$ cat src/rtl/serial_r.sv
// -----------------------------------------------------------------------------
// serial_r : 8N1 UART receiver, downstream partner of the serial_s transmitter.
//
// Rebuilds each byte from the serial line (LSB first). A good frame presents
// the byte on dataout together with a one-cycle valid pulse. A frame whose
// stop bit samples low gives a one-cycle frame_err pulse instead and leaves
// dataout untouched.
//
// Parameters
//   BIT_CYC   m_clock cycles per serial bit (8..65535)
//   HALF_CYC  cycles from start-edge detect to the start-bit centre sample
//
// Ports
//   m_clock    in   system clock, rising edge
//   p_reset_n  in   asynchronous reset, active-low
//   RDX        in   serial line, idles high, asynchronous to m_clock
//   dataout    out  [7:0] last correctly received byte
//   valid      out  one-cycle pulse, dataout is new in the same cycle
//   frame_err  out  one-cycle pulse when the stop bit samples low
//   busy       out  high in every state except IDLE
//
// Build option
//   SERIAL_R_MAJORITY_EN : every sample point takes rx_s at P-1, P and P+1
//   and uses the 2-of-3 majority; the state advances at P+1.
// -----------------------------------------------------------------------------
module serial_r #(
  parameter int unsigned BIT_CYC  = 5201,
  parameter int unsigned HALF_CYC = BIT_CYC / 2
) (
  input  logic       m_clock,
  input  logic       p_reset_n,
  input  logic       RDX,
  output logic [7:0] dataout,
  output logic       valid,
  output logic       frame_err,
  output logic       busy
);

  localparam logic [2:0] ST_IDLE  = 3'd0;
  localparam logic [2:0] ST_START = 3'd1;
  localparam logic [2:0] ST_DATA  = 3'd2;
  localparam logic [2:0] ST_STOP  = 3'd3;
  localparam logic [2:0] ST_BREAK = 3'd4;

`ifdef SERIAL_R_MAJORITY_EN
  localparam int unsigned ADV_OFS = 1;
`else
  localparam int unsigned ADV_OFS = 0;
`endif

  // Count at which each state takes its decision: the nominal sample point,
  // or one cycle later when the majority window is in use.
  localparam logic [15:0] START_ADV = 16'(HALF_CYC - 1 + ADV_OFS);
  localparam logic [15:0] BIT_ADV   = 16'(BIT_CYC - 1 + ADV_OFS);

  logic [2:0]  state;
  logic [15:0] cnt;
  logic [2:0]  idx;
  logic [7:0]  shift;
  logic        rx_m;
  logic        rx_s;

  logic [15:0] adv_cnt;
  logic        at_adv;
  logic        bit_val;

  // Two-flop synchronizer; both flops reset to the idle line level so that
  // reset release never looks like a start edge.
  always_ff @(posedge m_clock or negedge p_reset_n) begin
    if (!p_reset_n) begin
      rx_m <= 1'b1;
      rx_s <= 1'b1;
    end else begin
      rx_m <= RDX;
      rx_s <= rx_m;
    end
  end

  always_comb begin
    adv_cnt = BIT_ADV;
    if (state == ST_START) begin
      adv_cnt = START_ADV;
    end
  end

  assign at_adv = (cnt == adv_cnt);

`ifdef SERIAL_R_MAJORITY_EN
  logic s_early;
  logic s_mid;

  // Captures run in every state; only the values at a decision point matter.
  always_ff @(posedge m_clock or negedge p_reset_n) begin
    if (!p_reset_n) begin
      s_early <= 1'b1;
      s_mid   <= 1'b1;
    end else begin
      if (cnt == adv_cnt - 16'd2) begin
        s_early <= rx_s;
      end
      if (cnt == adv_cnt - 16'd1) begin
        s_mid <= rx_s;
      end
    end
  end

  assign bit_val = (s_early & s_mid) | (s_early & rx_s) | (s_mid & rx_s);
`else
  assign bit_val = rx_s;
`endif

  always_ff @(posedge m_clock or negedge p_reset_n) begin
    if (!p_reset_n) begin
      state     <= ST_IDLE;
      cnt       <= '0;
      idx       <= '0;
      shift     <= '0;
      dataout   <= '0;
      valid     <= 1'b0;
      frame_err <= 1'b0;
    end else begin
      valid     <= 1'b0;
      frame_err <= 1'b0;
      case (state)
        ST_IDLE: begin
          cnt <= '0;
          idx <= '0;
          if (!rx_s) begin
            state <= ST_START;
          end
        end
        ST_START: begin
          if (at_adv) begin
            cnt   <= '0;
            idx   <= '0;
            // A high sample at the start-bit centre is a glitch, not a frame.
            state <= bit_val ? ST_IDLE : ST_DATA;
          end else begin
            cnt <= cnt + 16'd1;
          end
        end
        ST_DATA: begin
          if (at_adv) begin
            cnt        <= '0;
            shift[idx] <= bit_val;
            if (idx == 3'd7) begin
              state <= ST_STOP;
            end else begin
              idx <= idx + 3'd1;
            end
          end else begin
            cnt <= cnt + 16'd1;
          end
        end
        ST_STOP: begin
          if (at_adv) begin
            cnt <= '0;
            if (bit_val) begin
              dataout <= shift;
              valid   <= 1'b1;
              state   <= ST_IDLE;
            end else begin
              frame_err <= 1'b1;
              state     <= ST_BREAK;
            end
          end else begin
            cnt <= cnt + 16'd1;
          end
        end
        ST_BREAK: begin
          // Hold off until the line returns high so a stuck-low line cannot
          // retrigger a frame.
          cnt <= '0;
          if (rx_s) begin
            state <= ST_IDLE;
          end
        end
        default: begin
          state <= ST_IDLE;
          cnt   <= '0;
        end
      endcase
    end
  end

  assign busy = (state != ST_IDLE);

endmodule

$ cat config.mk
export PLATFORM = sky130hd
export DESIGN_NAME = serial_r
export DESIGN_NICKNAME = d
export VERILOG_FILES = /design/src/rtl/serial_r.sv
export SDC_FILE = /design/constraint.sdc
export NUM_CORES = 1
export LEC_CHECK = 0
export ABC_AREA = 0
export CELL_PAD_IN_SITES_DETAIL_PLACEMENT = 0
export CELL_PAD_IN_SITES_GLOBAL_PLACEMENT = 1
export CORE_MARGIN = 2
export CORE_UTILIZATION = 26
export DETAILED_ROUTE_END_ITERATION = 8
export GPL_TIMING_DRIVEN = 0
export HOLD_SLACK_MARGIN = 0.06
export MAX_ROUTING_LAYER = met4
export PLACE_DENSITY = 0.46
export SYNTH_ARGS = -nofsm -noshare
export SYNTH_HDL_FRONTEND = slang
export SYNTH_SLANG_ARGS = --single-unit
$ cat constraint.sdc
create_clock -name m_clock -period 2.6 [get_ports m_clock]
set_input_delay 0.52 -clock m_clock [delete_from_list [all_inputs] [get_ports m_clock]]
set_output_delay 0.52 -clock m_clock [all_outputs]
set_load 0.05 [all_outputs]
==> impl_summary.txt, run 1 <==
----------------------------------------------------
[Clocking]
  Number of buffers inserted to repair setup after CTS ... 0
  Number of H-tree branching levels ... 2
  Post-cts hold buffer count ... 0
  Insertion delay to the later sink of the worst-skew pair ... between 200 and 300 ps
  Clock buffers created by TritonCTS ... 5
  Buffer depth of the longest clock path ... 2
  Cell at the root of the clock tree ... clkbuf_8
  Num Clock Sinks ... between 40 and 50
  Clock tree from TritonCTS ... built
  Clock slew at reported path FFs ... roughly 80 ps
  Post_cts resized ... 1

[Global route]
  Via count of the first global-routing pass ... around 1500
  Largest net degree at the start of global routing ... 26
  Antenna violations before repair ... 0
  GR Util All Layers ... 0.1152
  Leftover overflow at the end of global routing ... 0
  Wire length of the first global-routing pass ... about 7.5 mm

[Yosys]
  Number of synthesis warnings ... 0
  Top cell type's share of synthesized area ... 0.4899
  Most numerous cell types in the synthesized netlist ... dfrtp_1, nor2_1, nand3_1, mux2_2, nand2_1
  Most repeated cell in the gate-level netlist after synthesis ... dfrtp_1
  Number of synthesized flops with an enable pin ... 0
  Post-Syn Nets ... 197
  Sequential cell area fraction in the yosys report ... 0.5156
  Number of instances in the synthesized netlist ... between 150 and 200
  Leading post-synthesis cells by cell area ... dfrtp_1, mux2_2, nor2_1
  Synthesized area ... around 0.0020 sq mm
  Top flip-flop cell by instance count after synthesis ... dfrtp_1
  Count of different cell masters after synthesis ... 41
  Synthesized area per cell ... between 10 and 15 sq um
  Area leader, netlist ... dfrtp_1
  Seq cells post-synth ... 42
  Proportion of register bits with asynchronous set or reset after synthesis ... 1.000

[Worst setup path]
  Arrival time worst endpoint ... ~2600 ps
  Data required time at the worst endpoint ... ~2800 ps
  Reg2Reg Launch Point ... state[1]$_DFFE_PN0P_
  Crit Path Max Fanout ... 8
  Setup slack of the worst register-to-register path ... approximately 180 ps
  Number of cells on the worst reg-to-reg path ... 6
  CP Launch Type ... flip-flop
  Timing startpoint of the critical path ... state[1]$_DFFE_PN0P_
  Setup Crit Path Kind ... flip-flop to flip-flop
  FF-to-FF End ... state[1]$_DFFE_PN0P_
  Element type at the critical path end ... flip-flop

[Placed design]
  HPWL after DPL ... ~3.2 mm
  Number of port buffers ... 13
  Standard cell area after detailed placement ... between 0.002 and 0.0025 sq mm
  Setup Slack @ Placement ... -59.98 ps
  Final weighted congestion of routability-driven global placement ... roughly 0.73

[Route]
  Vias per std cell ... 4.651
  Initial detailed-routing violation count ... 55
  Remaining routing DRC violations ... 0
  Via count ... around 1500
  Number of nets with antenna violations after detailed routing ... 0
  Wire length per cell after detailed routing ... 13.82 um
  Number of iterations in the first detailed-routing pass ... 6
  Total length of routed wires ... 4.352 mm

[STA]
  Hold violation total from the final report ... 0
  Worst slew margin relative to its limit ... 0.5328
  Final setup slack of the worst path ... roughly 180 ps
  Slew at the pin with the worst max-slew slack ... 700.8 ps
  WHS ... ~160 ps
  Unrepaired setup endpoints after global routing ... true
  Peak Freq ... just over 0.4 GHz
  Final critical delay including setup and external delays ... approximately 2400 ps
  Period utilisation layout ... 0.9299
  Number of pins exceeding their max-slew limit in the final report ... 0
  Worst clock skew ... about 3.8 ps
  Final setup fails ... 0

[Job]
  MaxCap Viol Count ... 0

[Pwr]
  Static Leakage ... a little over 1 nW
  Peak supply drop ... 0.1313 mV
  Total power per unit cell area ... between 400 and 500 mW/mm^2

[Die]
  Number of I/O pins ... 14
  Row count ... 32
  Core outline area ... slightly below 0.008 sq mm
  Total die area ... ~0.0086 sq mm
  Starting Density ... 0.2658
  Chip Height ... ~93 um
  Die Span X ... ~90 um

[Layout]
  Fillers ... 821
  Post-route design area ... 0.002415 sq mm
  Core Util, Final ... 0.3141
  Register area ... between 0.001 and 0.0015 sq mm
  Layout cells sized above 1 ... 0.1549
  Footprint of the multi-input gates ... approximately 960 sq um
  Count of antenna diodes in the layout ... 0
  Area added between synthesis and finish ... 18.19%
  Nets ... approximately 220

[Min path]
  Worst min-delay path class ... primary input to asynchronous set/reset pin

[Outcome]
  Status ... complete, no violations

----------------------------------------------------
flip-flops by register name, indices dropped and copies added, names as in the netlist:
| signal | flops |
|---|---|
| valid | 1 |
| cnt | 16 |
| rx_m | 1 |
| frame_err | 1 |
| idx | 3 |
| shift | 8 |
| dataout | 8 |
| bit_val | 1 |
| state | 3 |
placed cells by master (no fill, tap or decap), types with 3 or more instances in the layout:
cell,instances
nor3_1,7
nand3_1,18
nor3b_1,4
mux2_2,15
nor2_1,27
clkbuf_8,6
ha_1,3
and3_1,6
dfrtp_1,40
clkbuf_1,6
xor2_1,6
nand2_1,10
xnor2_1,8
nand4_1,3
nand3b_1,3
clkdlybuf4s50_1,11
logic make-up (layout without fill, tap and decap cells):
kind of cell,count (synthesis),in the layout,synth area share
AND/OR/NAND/NOR,93,93,0.2437
flip-flops,42,42,0.5156
multiplexers,18,18,0.09859
XOR/XNOR,14,14,0.06001
AO/OA/AOI/OAI,12,12,0.04654
buffers and inverters,9,31,0.01714
adder cells (fa/ha/maj),3,3,0.01837
routing by layer:
| layer | part of all wire | global-route usage | routed length (um) | vias up |
|---|---|---|---|---|
| li1 | - | - | - | 717 |
| met1 | 0.45 | 0.1399 | 1958 | 716 |
| met2 | 0.50 | 0.1898 | 2159 | 26 |
| met3 | 0.040 | 0.03173 | 176 | 6 |
| met4 | 0.013 | 0.03186 | 57 | 0 |
| met5 | 0 | - | 0 | - |
critical path, stage by stage (launching register included):
cell and delay [ps]:
dfrtp_1 360, clkbuf_1 200, nor3b_2 390, nand4b_1 200, o22ai_1 590, nand3_1 250
mux2_2 310
power breakdown:
part           total (W)  switching [W]  internal, W  leakage (nW)
sequential      0.000657     0.00000123     0.000655         0.565
clock           0.000435       0.000221     0.000214        0.0482
combinational  0.0000216      0.0000159   0.00000566         0.401
through the flow:
stage                     power (W)  instances  TNS, ps
after floorplan           0.0006717        191        0
after global placement    0.0006895        306    -4578
after detailed placement  0.0006930        307   -446.3
after CTS                  0.001137        315        0
after global routing       0.001173        315   -5.083
final                      0.001113        315        0
how the worst max path moves through the flow:
| stage | to | cells after the start | slack [ps] |
|---|---|---|---|
| finish | state[1]$_DFFE_PN0P_ | 6 | 180 |
| detailed placement | cnt[13]$_DFF_PN0_ | 7 | -60 |
| CTS | busy | 4 | 80 |
| global route | shift[2]$_DFFE_PN0P_ | 6 | -4 |
| global placement | cnt[12]$_DFF_PN0_ | 1 | -110 |
| floorplan | shift[6]$_DFFE_PN0P_ | 5 | 350 |
layout make-up:
cell class,instances,share of cell area
Buffer,7,0.01192
Clock buffer,7,0.03575
Multi-Input combinational cell,140,0.3969
Timing Repair Buffer,14,0.06114
Inverter,2,0.003109
Clock inverter,1,0.002073
Sequential cell,42,0.4363
Tap cell,102,0.05285
Power figures use the tool's default switching activity.
==> run 2: changes to the inputs <==
==> constraint.sdc (replaced) <==
create_clock -name m_clock -period 2.6 [get_ports m_clock]
set_input_delay 0.52 -clock m_clock [delete_from_list [all_inputs] [get_ports m_clock]]
set_output_delay 0.52 -clock m_clock [all_outputs]
set_load 0.1 [all_outputs]
==> impl_summary.txt, run 2 (synthesis results as in run 1) <==
----------------------------------------------------
[STA]
  Final setup fails ... 0 (unchanged)
  Hold violation total from the final report ... 0 (unchanged)
  Accumulated negative setup slack ... 0 ps (unchanged)
  Period utilisation layout ... 0.9287 (-0.001224)
  Final critical delay including setup and external delays ... 2415 ps (-3.183 ps)
  Number of pins exceeding their max-slew limit in the final report ... 0 (unchanged)
  Unrepaired setup endpoints after global routing ... true
  Worst slew margin relative to its limit ... 0.3518 (-0.1810)
  Slew at the pin with the worst max-slew slack ... 969.2 ps (+268.4 ps)
  Peak Freq ... 0.4141 GHz (+0.13%)
  WHS ... 165.9 ps (+1.069 ps)
  Worst clock skew ... 4.422 ps (+0.5877 ps)

[Layout]
  Nets ... 218 (unchanged)
  Registers with the most flip-flops ... cnt (16), dataout (8), shift (8)
  Layout cells sized above 1 ... 0.1596 (+0.004695)
  Leading cell types in the layout, fill and taps excluded ... dfrtp_1, nor2_1, nand3_1
  Register containing the most flip-flops in the final layout ... cnt
  Number of flip-flops under the largest register name ... 16 (unchanged)
  Most common cell after layout, fill and taps aside ... dfrtp_1
  Post-route design area ... 0.002407 sq mm (-0.31%)
  Area added between synthesis and finish ... 17.82%
  Count of antenna diodes in the layout ... 0 (unchanged)

[Global route]
  Via count of the first global-routing pass ... 1509 (-0.26%)
  Wire length of the first global-routing pass ... 7.493 mm (about the same)
  Antenna violations before repair ... 0 (unchanged)
  Leftover overflow at the end of global routing ... 0 (unchanged)
  GR Util All Layers ... 0.1154 (+0.0001773)
  Largest net degree at the start of global routing ... 26 (unchanged)

[Placed design]
  Number of port buffers ... 13 (unchanged)
  HPWL after DPL ... 3.157 mm (unchanged)
  Final weighted congestion of routability-driven global placement ... 0.7270 (unchanged)
  Standard cell area after detailed placement ... 0.002316 sq mm (unchanged)

[Clocking]
  Post-cts hold buffer count ... 0 (unchanged)
  Clock slew at reported path FFs ... 80 ps (about the same)
  Num Clock Sinks ... 42 (unchanged)
  Buffer depth of the longest clock path ... 2 (unchanged)
  Number of H-tree branching levels ... 2 (unchanged)
  Cell at the root of the clock tree ... clkbuf_8
  Clock tree from TritonCTS ... built
  Clock buffers created by TritonCTS ... 5 (unchanged)
  Insertion delay to the later sink of the worst-skew pair ... 290 ps (about the same)

[Route]
  Vias per std cell ... 4.689 (+0.82%)
  Via count ... 1477 (+0.82%)
  Number of nets with antenna violations after detailed routing ... 0 (unchanged)
  Wire length per cell after detailed routing ... 13.72 um (-0.71%)
  Number of iterations in the first detailed-routing pass ... 4 (-2)
  Initial detailed-routing violation count ... 52 (-5.5%)
  Total length of routed wires ... 4.321 mm (-0.71%)
  Remaining routing DRC violations ... 0 (unchanged)

[Worst setup path]
  Data required time at the worst endpoint ... 2780 ps (about the same)
  Setup Crit Path Kind ... flip-flop to flip-flop
  CP peak stage delay ... 600 ps (about the same)
  Element type at the critical path end ... flip-flop
  CP Launch Type ... flip-flop
  Crit Path Max Fanout ... 8 (unchanged)
  Critical path cell sequence ... clkbuf_1 -> nor3b_2 -> nand4b_1 -> o22ai_1 -> nand3_1 -> mux2_2
  Master of the slowest instance on the critical path ... o22ai_1
  Arrival time worst endpoint ... 2590 ps (about the same)

[Pwr]
  Final total power ... 0.001112 W (-0.16%)
  Static Leakage ... 1.014 nW (about the same)
  Total power per unit cell area ... 461.7 mW/mm^2 (+0.15%)
  Peak supply drop ... 0.1312 mV (about the same)

[Die]
  Chip Height ... 92.65 um (unchanged)
  Starting Density ... 0.2658 (unchanged)
  Number of I/O pins ... 14 (unchanged)
  Core outline area ... 0.007687 sq mm (unchanged)
  Die Span X ... 92.65 um (unchanged)
  Row count ... 32 (unchanged)
  Total die area ... 0.008584 sq mm (unchanged)

[Min path]
  Worst min-delay path class ... primary input to asynchronous set/reset pin

[Job]
  MaxCap Viol Count ... 0 (unchanged)

[Outcome]
  Status ... complete, no violations

----------------------------------------------------
run 2: cell types whose count changed in the layout (fill, tap and decap cells not counted):
cell	before	now
clkbuf_2	1	2
dlymetal6s2s_1	1	0
run 2: worst max-delay path, delay by kind of cell (launching register included):
family,cells,cell delay [ps]
simple gates,3,830
mux,1,310
flops,1,360
compound gates,1,600
buf+inv,1,200
run 2: path summary, 6_finish.rpt:
kind	slack (ps)	cells past startpoint	endpoint	start
min reg2reg	360	0	bit_val$_DFF_PN1_	rx_m$_DFF_PN1_
max	190	6	state[1]$_DFFE_PN0P_	state[1]$_DFFE_PN0P_
min in group m_clock	360	0	bit_val$_DFF_PN1_	rx_m$_DFF_PN1_
max in group asynchronous	1950	2	cnt[15]$_DFF_PN0_	p_reset_n
min	170	1	idx[0]$_DFFE_PN0P_	p_reset_n
max reg2reg	190	6	state[1]$_DFFE_PN0P_	state[1]$_DFFE_PN0P_
run 2: area by class of cell:
type,count,area (sq um)
clock inverter,1,5.005
fill,821,5280
inverter,2,7.507
sequential,42,1054
clock buffer,7,86.33
buffer,7,28.78
timing repair buffer,14,140.1
tap,102,127.6
multi-input combinational,140,958.4
run 2: where the power goes:
part           leakage (nW)  switching (W)  internal [W]
Sequential            0.565     0.00000122      0.000655
Clock                0.0482       0.000219      0.000214
Combinational         0.401      0.0000159    0.00000566
run 2: through the flow:
step / cells / worst slack [ps] / util
after detailed placement: 307 / -59.98 / 0.3013
final: 315 / 185.4 / 0.3132
after global routing: 315 / -3.618 / 0.3132
after floorplan: 191 / 353.7 / -
after global placement: 306 / -109.2 / 0.2993
after CTS: 315 / 31.36 / 0.3135
run 2: per-layer routing:
metal | vias up | wire [um] | GRT usage | part of all wire
met5 | - | 0 | - | 0
met4 | 0 | 57 | 0.03186 | 0.013
met1 | 721 | 1925 | 0.1399 | 0.45
met3 | 6 | 179 | 0.03173 | 0.041
met2 | 30 | 2158 | 0.1904 | 0.50
li1 | 720 | - | - | -
run 2: repair_timing:
action / in CTS / in global routing
resized for setup: 2 / 4
endpoints found under the setup margin: 11 / 13
pin swaps: 0 / 0
buffers inserted: 0 / 0
